**src/rtl/qed_pkg.sv**
```systemverilog
// Shared constants, FSM state type and ORBIS32 classification/remap helpers
// for the QED replay buffer.
package qed_pkg;

  localparam logic [5:0] OP_LWZ     = 6'h21;
  localparam logic [5:0] OP_SW      = 6'h35;
  localparam logic [5:0] OP_ALU     = 6'h38;
  localparam logic [5:0] OP_ALUI_LO = 6'h27;
  localparam logic [5:0] OP_ALUI_HI = 6'h2C;

  localparam logic [31:0] NOP = 32'h1500_0000;

  typedef enum logic {
    ST_ORIG = 1'b0,
    ST_DUP  = 1'b1
  } state_t;

  // Which register fields of an instruction class get moved to the shadow half.
  typedef struct packed {
    logic rd;
    logic ra;
    logic rb;
  } remap_sel_t;

  function automatic remap_sel_t qed_sel(input logic [5:0] op);
    remap_sel_t sel;
    sel = '0;
    if (op == OP_LWZ) begin
      sel.rd = 1'b1;
      sel.ra = 1'b1;
    end else if (op == OP_SW) begin
      sel.ra = 1'b1;
      sel.rb = 1'b1;
    end else if (op == OP_ALU) begin
      sel.rd = 1'b1;
      sel.ra = 1'b1;
      sel.rb = 1'b1;
    end else if (op >= OP_ALUI_LO && op <= OP_ALUI_HI) begin
      sel.rd = 1'b1;
      sel.ra = 1'b1;
    end
    return sel;
  endfunction

  function automatic logic qed_is_dup(input logic [31:0] instr);
    return qed_sel(instr[31:26]) != '0;
  endfunction

  // Field additions wrap naturally in 5 bits, giving the mod-32 remap.
  function automatic logic [31:0] qed_remap(input logic [31:0] instr, input logic [4:0] offset);
    remap_sel_t  sel;
    logic [31:0] res;
    sel = qed_sel(instr[31:26]);
    res = instr;
    if (sel.rd) res[25:21] = instr[25:21] + offset;
    if (sel.ra) res[20:16] = instr[20:16] + offset;
    if (sel.rb) res[15:11] = instr[15:11] + offset;
    return res;
  endfunction

endpackage

```
**src/rtl/qed_replay_buffer_if.sv**
```systemverilog
// Fetch-side and decode-side signal bundle of the QED replay buffer.
interface qed_replay_buffer_if #(
  parameter int unsigned IW    = 32,
  parameter int unsigned DEPTH = 16
);
  localparam int unsigned CW = $clog2(DEPTH) + 1;

  logic          ena;
  logic          exec_dup;
  logic          stall_IF;
  logic          ifu_vld;
  logic [IW-1:0] ifu_qed_instruction;
  logic [IW-1:0] qed_ifu_instruction;
  logic          vld_out;
  logic          hold_fetch;
  logic          dup_phase;
  logic [CW-1:0] count;

  modport master (
    output ena, exec_dup, stall_IF, ifu_vld, ifu_qed_instruction,
    input  qed_ifu_instruction, vld_out, hold_fetch, dup_phase, count
  );

  modport slave (
    input  ena, exec_dup, stall_IF, ifu_vld, ifu_qed_instruction,
    output qed_ifu_instruction, vld_out, hold_fetch, dup_phase, count
  );
endinterface

```
**src/rtl/qed_fifo.sv**
```systemverilog
// Synchronous FIFO holding original duplicable instructions; flush clears
// pointers and occupancy on the next edge.
module qed_fifo #(
  parameter int unsigned DEPTH = 16,
  parameter int unsigned IW    = 32
) (
  input  logic                     clk,
  input  logic                     rst,
  input  logic                     flush,
  input  logic                     push,
  input  logic                     pop,
  input  logic [IW-1:0]            din,
  output logic [IW-1:0]            dout,
  output logic                     full,
  output logic                     empty,
  output logic [$clog2(DEPTH):0]   count
);
  localparam int unsigned AW = $clog2(DEPTH);
  localparam int unsigned CW = AW + 1;

  logic [IW-1:0] mem [DEPTH];
  logic [AW-1:0] wr_ptr;
  logic [AW-1:0] rd_ptr;
  logic [CW-1:0] cnt;
  logic          do_push;
  logic          do_pop;

  assign full    = (cnt == CW'(DEPTH));
  assign empty   = (cnt == '0);
  assign count   = cnt;
  assign dout    = mem[rd_ptr];
  assign do_push = push && !full && !rst && !flush;
  assign do_pop  = pop && !empty;

  always_ff @(posedge clk) begin
    if (do_push) mem[wr_ptr] <= din;
  end

  // Pointers wrap modulo DEPTH since DEPTH is a power of two.
  always_ff @(posedge clk) begin
    if (rst || flush) begin
      wr_ptr <= '0;
      rd_ptr <= '0;
      cnt    <= '0;
    end else if (do_push) begin
      wr_ptr <= wr_ptr + AW'(1);
      cnt    <= cnt + CW'(1);
    end else if (do_pop) begin
      rd_ptr <= rd_ptr + AW'(1);
      cnt    <= cnt - CW'(1);
    end
  end

endmodule

```
**src/rtl/qed_replay_buffer.sv**
```systemverilog
// QED duplication engine between fetch and decode: passes and buffers original
// instructions, then replays them with shadow-remapped registers while fetch holds.
module qed_replay_buffer
  import qed_pkg::*;
#(
  parameter int unsigned IW         = 32,
  parameter int unsigned DEPTH      = 16,
  parameter int unsigned REG_OFFSET = 16
) (
  input  logic                clk,
  input  logic                rst,
  qed_replay_buffer_if.slave  bus
);
  localparam int unsigned CW  = $clog2(DEPTH) + 1;
  localparam logic [4:0]  OFF = 5'(REG_OFFSET);

  state_t        state;
  state_t        state_next;
  logic          push;
  logic          pop;
  logic          full;
  logic          empty;
  logic          is_dup;
  logic [CW-1:0] fifo_count;
  logic [CW-1:0] count_next;
  logic [IW-1:0] head;

  assign is_dup    = qed_is_dup(bus.ifu_qed_instruction);
  assign bus.count = rst ? '0 : fifo_count;

  qed_fifo #(
    .DEPTH (DEPTH),
    .IW    (IW)
  ) u_fifo (
    .clk   (clk),
    .rst   (rst),
    .flush (!bus.ena),
    .push  (push),
    .pop   (pop),
    .din   (bus.ifu_qed_instruction),
    .dout  (head),
    .full  (full),
    .empty (empty),
    .count (fifo_count)
  );

  always_ff @(posedge clk) begin
    if (rst) state <= ST_ORIG;
    else     state <= state_next;
  end

  // Next state, FIFO strobes and the zero-latency output mux.
  always_comb begin
    state_next              = state;
    push                    = 1'b0;
    pop                     = 1'b0;
    count_next              = fifo_count;
    bus.qed_ifu_instruction = bus.ifu_qed_instruction;
    bus.vld_out             = bus.ifu_vld;
    bus.hold_fetch          = 1'b0;
    bus.dup_phase           = 1'b0;

    if (!bus.ena) begin
      state_next = ST_ORIG;
    end else begin
      case (state)
        ST_ORIG: begin
          push       = bus.ifu_vld && is_dup && !full && !bus.stall_IF;
          count_next = fifo_count + CW'(push);
          if (bus.ifu_vld && is_dup && full) bus.vld_out = 1'b0;
          if (!bus.stall_IF && count_next != '0 &&
              (bus.exec_dup || count_next == CW'(DEPTH)))
            state_next = ST_DUP;
        end
        ST_DUP: begin
          bus.qed_ifu_instruction = qed_remap(head, OFF);
          bus.vld_out             = 1'b1;
          bus.hold_fetch          = 1'b1;
          bus.dup_phase           = 1'b1;
          pop                     = !bus.stall_IF && !empty;
          if ((pop && fifo_count == CW'(1)) || empty) state_next = ST_ORIG;
        end
        default: state_next = ST_ORIG;
      endcase
    end

    if (rst) begin
      bus.qed_ifu_instruction = NOP;
      bus.vld_out             = 1'b0;
      bus.hold_fetch          = 1'b0;
      bus.dup_phase           = 1'b0;
    end
  end

endmodule

```
**src/flat_wrapper.sv**
```systemverilog
// flat-port wrapper written by rule: the top's interface ports become plain ports
module qed_replay_buffer_flat import qed_pkg::*;
#(
  parameter int unsigned IW         = 32,
  parameter int unsigned DEPTH      = 16,
  parameter int unsigned REG_OFFSET = 16
)
  (clk, rst, bus_ena, bus_exec_dup, bus_stall_IF, bus_ifu_vld, bus_ifu_qed_instruction, bus_qed_ifu_instruction, bus_vld_out, bus_hold_fetch, bus_dup_phase, bus_count);
  qed_replay_buffer_if #(.IW(IW), .DEPTH(DEPTH)) bus_i ();
  input  logic clk;
  input  logic rst;
  input wire logic [$bits(bus_i.ena)-1:0] bus_ena;
  input wire logic [$bits(bus_i.exec_dup)-1:0] bus_exec_dup;
  input wire logic [$bits(bus_i.stall_IF)-1:0] bus_stall_IF;
  input wire logic [$bits(bus_i.ifu_vld)-1:0] bus_ifu_vld;
  input wire logic [$bits(bus_i.ifu_qed_instruction)-1:0] bus_ifu_qed_instruction;
  output wire logic [$bits(bus_i.qed_ifu_instruction)-1:0] bus_qed_ifu_instruction;
  output wire logic [$bits(bus_i.vld_out)-1:0] bus_vld_out;
  output wire logic [$bits(bus_i.hold_fetch)-1:0] bus_hold_fetch;
  output wire logic [$bits(bus_i.dup_phase)-1:0] bus_dup_phase;
  output wire logic [$bits(bus_i.count)-1:0] bus_count;
  assign bus_i.ena = bus_ena;
  assign bus_i.exec_dup = bus_exec_dup;
  assign bus_i.stall_IF = bus_stall_IF;
  assign bus_i.ifu_vld = bus_ifu_vld;
  assign bus_i.ifu_qed_instruction = bus_ifu_qed_instruction;
  assign bus_qed_ifu_instruction = bus_i.qed_ifu_instruction;
  assign bus_vld_out = bus_i.vld_out;
  assign bus_hold_fetch = bus_i.hold_fetch;
  assign bus_dup_phase = bus_i.dup_phase;
  assign bus_count = bus_i.count;
  qed_replay_buffer #(.IW(IW), .DEPTH(DEPTH), .REG_OFFSET(REG_OFFSET)) u_core (.clk(clk), .rst(rst), .bus(bus_i));
endmodule
```
**config.mk**
```make
export PLATFORM = sky130hd
export DESIGN_NAME = qed_replay_buffer_flat
export DESIGN_NICKNAME = d
export VERILOG_FILES = /design/src/rtl/qed_pkg.sv /design/src/rtl/qed_replay_buffer_if.sv /design/src/rtl/qed_fifo.sv /design/src/rtl/qed_replay_buffer.sv /design/src/flat_wrapper.sv
export SDC_FILE = /design/constraint.sdc
export NUM_CORES = 1
export LEC_CHECK = 0
export CAP_MARGIN = 20
export CORE_MARGIN = 2
export CORE_UTILIZATION = 40
export CTS_CLUSTER_SIZE = 10
export DETAILED_ROUTE_END_ITERATION = 8
export PLACE_DENSITY = 0.68
export SLEW_MARGIN = 10
export SYNTH_ARGS = -nofsm -noshare
export SYNTH_HDL_FRONTEND = slang
export SYNTH_SLANG_ARGS = --single-unit
```
**constraint.sdc**
```tcl
create_clock -name clk -period 5.8 [get_ports clk]
set_input_delay 1.74 -clock clk [delete_from_list [all_inputs] [get_ports clk]]
set_output_delay 1.74 -clock clk [all_outputs]
set_load 0.05 [all_outputs]
```
### After elaboration in Yosys (flattened, before gate mapping)

Memory sizes are Yosys's and may differ from the RTL's. A register that Yosys moved wholly into a read port is not among the register bits.
Index checks and enable logic that the tools add are counted.

* register bits: 14
* latch bits: 0
* RAM bits: 512
* ROM bits: 0
* output and inout port bits: 40
* word-level logic and storage cells: 102
* memories: 1

Memory list
* u_core.u_fifo.mem: words 16, width 32, read ports 1, clocked after Yosys merged registers in 1, write ports 1, RTL line qed_fifo.sv:21 `logic [IW-1:0] mem [DEPTH];`

* add/subtract/negate cells: 8
* $mul: 0
* div/mod/pow operators: 0
* $lt $le $gt $ge: 4
* equality and inequality tests: 9
* shift operators: 0
* muxes and demuxes: 45
* bitwise gates (word level): 3
* reduce and logical (&&, ||, !) cells: 28

Operator list (number)
* 2-to-1 mux 32 bit: 3
* == test 6 bit (second input constant): 6
* 2-to-1 mux 5 bit: 6
* 2-to-1 mux 1 bit: 22
* 2-to-1 mux 2 bit: 10
* adder 5 bit (second input constant): 3
* logical AND 1 bit: 14
* >= comparator 6 bit (second input constant): 2
* less-or-equal comparator 6 bit (second input constant): 2
* == test 5 bit (second input constant): 2
* adder 4 x 1 -> 4 bit (second input constant): 2
* 2-to-1 mux 4 bit: 2
* adder 5 x 1 -> 5 bit: 1
* adder 5 x 1 -> 5 bit (second input constant): 1
* == test 5 x 1 -> 1 bit (second input constant): 1
* zero test 1 bit: 5
* zero test 5 bit: 1
* nonzero test 5 bit: 1
* subtractor 5 x 1 -> 5 bit (second input constant): 1
* case mux 1 bit (2 select lines): 2
* logical OR 1 bit: 3
* NOT 1 bit: 3
* nonzero test 3 bit: 1
* AND reduction 2 bit: 1
* other kinds (2): 2

### Logic depth before layout (Yosys ltp)

Gate-level depths: netlist (run 1).

* depth after elaboration: 19
* depth in mapped cells: 15

### Hierarchy

From an unflattened synthesis (run 1), not the netlist that was laid out.

* cell total of the unflattened synthesis: 1073
* area, all modules: 20953.8 sq um

Modules (own cells, without submodules)
* qed_fifo: instances 1, cells an instance 902, area each 20043.0 sq um, seq. area each 15715.1 sq um
* qed_replay_buffer: instances 1, cells an instance 171, area each 910.9 sq um, seq. area each 20.0 sq um

### Worst setup path before layout (run 1)

Ideal clock, no wire load.

* path kind: input port to flip-flop
* from: in rst
* to: mem u_core.u_fifo.mem[3][0], enable pin
* arrival time: 5649 ps
* required time: 5339 ps
* slack: -310 ps
* stages on the path: 7
* path buffers: 2
* path through: nand2b_1 > clkbuf_1 > or2_2 > a2111oi_0 > clkbuf_1 > nand2_1 > nor3_1

* longest elaborated chain between the ends: 5

RTL lines
* start: declaration: RTL line flat_wrapper.sv:11 `input logic rst;`
* zero test 1 bit: RTL line qed_fifo.sv:32 `assign do_push = push && !full && !rst && !flush;`
* logical AND 1 bit (2 in a row): RTL line qed_fifo.sv:32
* 2-to-1 mux 1 bit: RTL line qed_fifo.sv:36 `if (do_push) mem[wr_ptr] <= din;`
* 2-to-1 mux 1 bit (not written as such): RTL line qed_fifo.sv:36
* end: declaration: RTL line qed_fifo.sv:21

No other way between the ends.

==> flow_summary.toml, run 1 <==
[status]
status = "completed"

[floorplanning]
die_h_um = 233
initial_utilization_pct = 40.7
core_area_um2 = 51500
die_area_um2 = 54200
fp-row-count = 83
ioPinCount = 78
die_width_um = 233

[setup_path]
crit_buf_inv = 1
cp-end-kind = "output port"
critPathKind = "reg -> out"
path_cells = "mux4_1 -> a22oi_2 -> nand3_2 -> or4_1 -> o211ai_2 -> o31ai_1 -> xor2_1 -> a211oi_1 -> buf_12"
critPathMaxFanout = 12
crit_arrival_ns = 3.77
slowest_delay_ns = 0.64
required_ns = 4.06
slowest_stage = "mux4_1"
path_depth = 9
path_delay_family = "compound AO/OA/AOI/OAI gates"
worstRegToRegCells = 9
worst_setup_path_start_kind = "flop"

[finish]
drive_gt1_share_pct = 28.1
fin_cells = 1848
antenna_cells = 0
areaGrowthSynthToFinish_pct = 19.3
utilization_pct = 48.5
mostFrequentLayoutCell = "edfxtp_1"
fillers = 4205
nets = 1191
final_cell_mix = "edfxtp_1 (512), mux4_2 (140), nand2_1 (75), clkbuf_16 (59), buf_4 (50)"

[clock_tree]
clock_latency_ns = 0.59
numCtsBuffers = 59
ctsResizeCount = 0
post_cts.repair.setup_buffers = 0
path_clk_slew_ns = 0.05
clockRootBuffer = "clkbuf_16"
clockBufferDepth = 3
numClockSinks = 530
cts_tree = "built"
ctsHoldBuffers = 0
htreeDepth = 2

[route]
vias_per_cell = 5.60
wl_per_cell_um = 25.0
wl_um = 46100
first_iter_violations = 1069
vias = 10356
drc = 0
drtAntennaViolNets = 0
dr.pass1.iters = 5

[sta]
slew_headroom_pct = 51.4
setup_tns_ns = 0
finalSetupViolCount = 0
rsz0062_at_grt = "false"
hold_violations = 0
tightestPinTransition_ns = 0.730
slew_violations = 0
clock_skew_ns = 0.0133
holdWs_ns = 0.542
fmax_ghz = 0.182
period_minus_slack_ns = 5.51
finalCritPeriodShare_pct = 95.0

[logic_synthesis]
synth_edf_count = 512
ys_warn_count = 0
ys_seq_elements = 530
ys_types = 49
syn_avg_cell_area_um2 = 20.9
synth_ff_type = "edfxtp_1"
yosys.area.top_type = "edfxtp_1"
seq_area_frac_synth_pct = 75.1
synth_nets = 1050
yosysTopAreaCellShare_pct = 73.4
postSynthCellCount = 1002
synth_area_leaders = "edfxtp_1 (73%), mux4_2 (15%), mux4_1 (1.9%), dfxtp_1 (1.7%), nand2_1 (1.4%)"
syn_area_um2 = 20900
synth-async-reset-ratio_pct = 0

[placement]
gp_congestion = 0.752
dpl.hpwl_um = 25600
io_buffers = 77
place_inst = 1761

[grt]
grt_max_degree = 63
track_usage_pct = 17.3
grt_pass1_vias = 10568
grt_first_pass_wirelength_um = 68600
antenna_found_initial = 1
gr-total-overflow = 0

[flow_run]
drv_cap = 0

[pwr]
ir_drop_uv = 239
p_leak_nw = 7.68
powerDensity_nw_per_um2 = 304
total_power_w = 0.00761

[min_path]
holdPathStages = 2
hp-class = "reg -> reg"
==> tightest hold or removal path, delay by kind of cell, from the launching register on <==
kind | cells | cell delay (ns)
and+or+nand+nor | 1 | 0.11
xor gates and xnor gates | 1 | 0.07
DFF | 1 | 0.32
==> kinds of logic after synthesis <==
kind of cell    count (synthesis)  synth area share [%]
flops                         530                  75.1
simple gates                  167                  3.58
mux                           157                  17.0
buf+inv                        64                  1.36
compound gates                 60                  1.73
xor+xnor                       14                 0.585
fa+ha+maj                      10                 0.597
==> per-layer routing <==
metal / global-route usage [%] / vias to the layer above / wire length [µm]
met3: 3.28 / 54 / 3430
li1: - / 4424 / -
met1: 24.4 / 5476 / 19300
met5: 0 / - / 16
met4: 3.84 / 2 / 605
met2: 28.3 / 400 / 22800
==> final timing paths <==
kind	from	end	slack (ns)
max	flop	bus_qed_ifu_instruction[20]	0.29
max reg2reg	u_core.u_fifo.count[0]	u_core.u_fifo.mem[11][14]	2.82
min	u_core.u_fifo.rd_ptr[3]	flop	0.54
min reg2reg	u_core.u_fifo.rd_ptr[3]	flop	0.54
==> synth_stat cells, drive strengths merged (2+ instances only) <==
cell type / number
edfxtp: 512
mux4: 155
nand2: 76
nor2: 40
clkbuf: 37
a21oi: 35
buf: 21
dfxtp: 18
nand3: 12
ha: 10
nor3: 9
xor2: 9
o21ai: 7
inv: 6
nand4: 5
nor2b: 5
xnor2: 5
a211oi: 4
a22oi: 4
nand2b: 4
nand3b: 3
or2: 3
a211o: 2
and3: 2
mux2i: 2
==> report_power, final <==
part	leakage (nW)	total, W	internal, W	switching (W)
Clock	0.771	0.00319	0.00185	0.00134
Combinational	2.16	0.000222	0.0000874	0.000135
Sequential	4.75	0.00420	0.00420	0.000000375
==> flip-flops by register name (all words and copies together) (netlist names), named ones only <==
register              count
u_core.state              1
u_core.u_fifo.rd_ptr      4
u_core.u_fifo.mem       512
u_core.u_fifo.count       5
u_core.u_fifo.wr_ptr      4
==> per-stage QoR <==
stage | worst slack (ns) | area [µm²]
2_1_floorplan | 0.451 | 21000
3_3_place_gp | 0.455 | 23400
3_5_place_dp | 0.480 | 23400
4_1_cts | 0.103 | 25000
5_1_grt | 0.0912 | 25000
6_report | 0.292 | 25000
==> final cells by class <==
| cell class | instances | area, µm² | share of cell area (%) |
|---|---|---|---|
| clock inverter | 3 | 17.5 | 0.0701 |
| multi-input combinational | 408 | 5070 | 20.3 |
| timing repair buffer | 138 | 1710 | 6.83 |
| tap | 680 | 851 | 3.40 |
| inverter | 6 | 22.5 | 0.0901 |
| sequential | 530 | 15700 | 63.0 |
| clock buffer | 83 | 1580 | 6.31 |
Note: power is estimated with default switching activity, not from simulation.
==> inputs of run 2 (changes only) <==
- CAP_MARGIN: 20 -> not set
==> results of run 2 <==
Final layout, timing and power as in run 1 (identical DEF).
==> inputs of run 3 (changes only) <==
- CORE_UTILIZATION: 40 -> 25
- CTS_CLUSTER_DIAMETER: not set -> 200
- MAX_ROUTING_LAYER: not set -> met4
- PLACE_DENSITY: 0.68 -> 0.51
==> flow_summary.toml, run 3 (synthesized netlist as in run 1, its figures left out) <==
[sta]
worst_slack_ns = 0.238
rsz0062_at_grt = "false"
setup_tns_ns = 0
clock_skew_ns = 0.0221
finalSetupViolCount = 0
holdWs_ns = 0.545
slew_headroom_pct = 51.0
finalCritPeriodShare_pct = 95.9
tightestPinTransition_ns = 0.738
hold_violations = 0
fmax_ghz = 0.180
slew_violations = 0
period_minus_slack_ns = 5.56

[finish]
utilization_pct = 30.7
fin_area_um2 = 25600
multi_input_area_um2 = 5070
regMostFlops = "u_core.u_fifo.mem"
regArea_um2 = 15700
fillers = 8055
mostFrequentLayoutCell = "edfxtp_1"
nets = 1195
final_cell_mix = "edfxtp_1 (512), mux4_2 (141), nand2_1 (75), clkbuf_16 (59), buf_4 (48)"
largest_reg_flops = 512
areaGrowthSynthToFinish_pct = 22.0
drive_gt1_share_pct = 28.3

[route]
drtAntennaViolNets = 0
dr.pass1.iters = 5
wl_per_cell_um = 22.6
vias = 10289
drc = 0
first_iter_violations = 826
wl_um = 50900
vias_per_cell = 4.57

[setup_path]
critPathKind = "reg -> out"
crit_arrival_ns = 3.82
r2r_start = "u_core.u_fifo.count[0]"
cp-end-kind = "output port"
slowest_delay_ns = 0.71
path_cells = "mux4_2 -> a22oi_2 -> nand3_2 -> or4_1 -> o211ai_2 -> o31ai_1 -> xor2_1 -> a211oi_1 -> buf_4 -> buf_12"
path_delay_family = "compound AO/OA/AOI/OAI gates"
slowest_stage = "dfxtp_4"
crit_buf_inv = 2
worst_setup_path_start_kind = "flop"
critPathMaxFanout = 35
required_ns = 4.06

[flow_run]
drv_cap = 0

[pwr]
p_int_w = 0.00612
power_frac_comb_pct = 2.9
p_switching_w = 0.00153
powerDensity_nw_per_um2 = 299
ir_drop_uv = 222
power_frac_clock_pct = 42.2
p_sw_share_pct = 20.0
p_leak_nw = 7.69
p_seq_share_pct = 54.9

[grt]
track_usage_pct = 12.2
grt_max_degree = 36
gr-total-overflow = 0
grt_pass1_vias = 10886
grt_first_pass_wirelength_um = 75100
antenna_found_initial = 1

[floorplanning]
fp-row-count = 106
die_width_um = 293
core_area_um2 = 83300
ioPinCount = 78
initial_utilization_pct = 25.2
die_area_um2 = 86100
die_h_um = 293

[placement]
gp_congestion = 0.701
placed_cell_area_um2 = 23900
io_buffers = 77
post-place-ws_ns = 0.419
dpl.hpwl_um = 28600

[status]
status = "completed"

[min_path]
hp-class = "reg -> reg"
hp-start = "u_core.state"

[clock_tree]
numClockSinks = 530
cts_tree = "built"
clockRootBuffer = "clkbuf_16"
path_clk_slew_ns = 0.06
clock_latency_ns = 0.62
numCtsBuffers = 58
clockBufferDepth = 3
htreeDepth = 2
## run 3: changes by cell type in the layout (fill, tap and decap cells not counted), sizes merged
| cell | before | now |
|---|---|---|
| buf | 97 | 99 |
| inv | 7 | 8 |
| clkbuf | 83 | 82 |
| clkinv | 2 | 0 |
| clkdlybuf4s50 | 41 | 44 |
| diode | 0 | 1 |
## run 3: stage by stage
| step | power (W) | std cells |
|---|---|---|
| finish | 0.00765 | 2252 |
| global route | 0.00789 | 2252 |
| CTS | 0.00775 | 2250 |
| detailed placement | 0.00450 | 2166 |
| global placement | 0.00450 | 2166 |
| floorplan | 0.00435 | 1002 |
## run 3: routing by layer
| metal | up-vias | global-route usage, % | routed length (µm) |
|---|---|---|---|
| li1 | 4420 | - | - |
| met1 | 5581 | 16.5 | 23300 |
| met2 | 228 | 19.4 | 24500 |
| met3 | 60 | 1.82 | 2280 |
| met4 | 0 | 3.07 | 776 |
| met5 | - | - | 0 |
## run 3: cell type report
class | instances | area share [%]
clock buffer | 82 | 6.11
antenna | 1 | 0.00979
clock inverter | 2 | 0.113
inverter | 6 | 0.0881
tap | 1080 | 5.29
multi-input combinational | 408 | 19.8
sequential | 530 | 61.6
timing repair buffer | 143 | 6.94
## run 3: path summary, 6_finish.rpt
kind,endpoint,slack [ns],cells after the start
hold / removal,u_core.state,0.54,1
setup reg to reg,u_core.u_fifo.mem[8][9],2.84,9
hold reg to reg,u_core.state,0.54,1
setup / recovery,bus_qed_ifu_instruction[20],0.24,10
## run 3: power by group through the flow
stage | clock network, W | logic, W | registers, W
after floorplan | 0 | 0.0000695 | 0.00428
after global placement | 0 | 0.000224 | 0.00427
after detailed placement | 0 | 0.000229 | 0.00428
after CTS | 0.00332 | 0.000230 | 0.00420
after global routing | 0.00346 | 0.000242 | 0.00419
final | 0.00323 | 0.000225 | 0.00420
## run 3: what timing repair did
action | CTS | global route
setup endpoints to repair | 12 | 2
setup buffers | 0 | 1
hold buffers | 0 | 0
resized for setup | 5 | 1
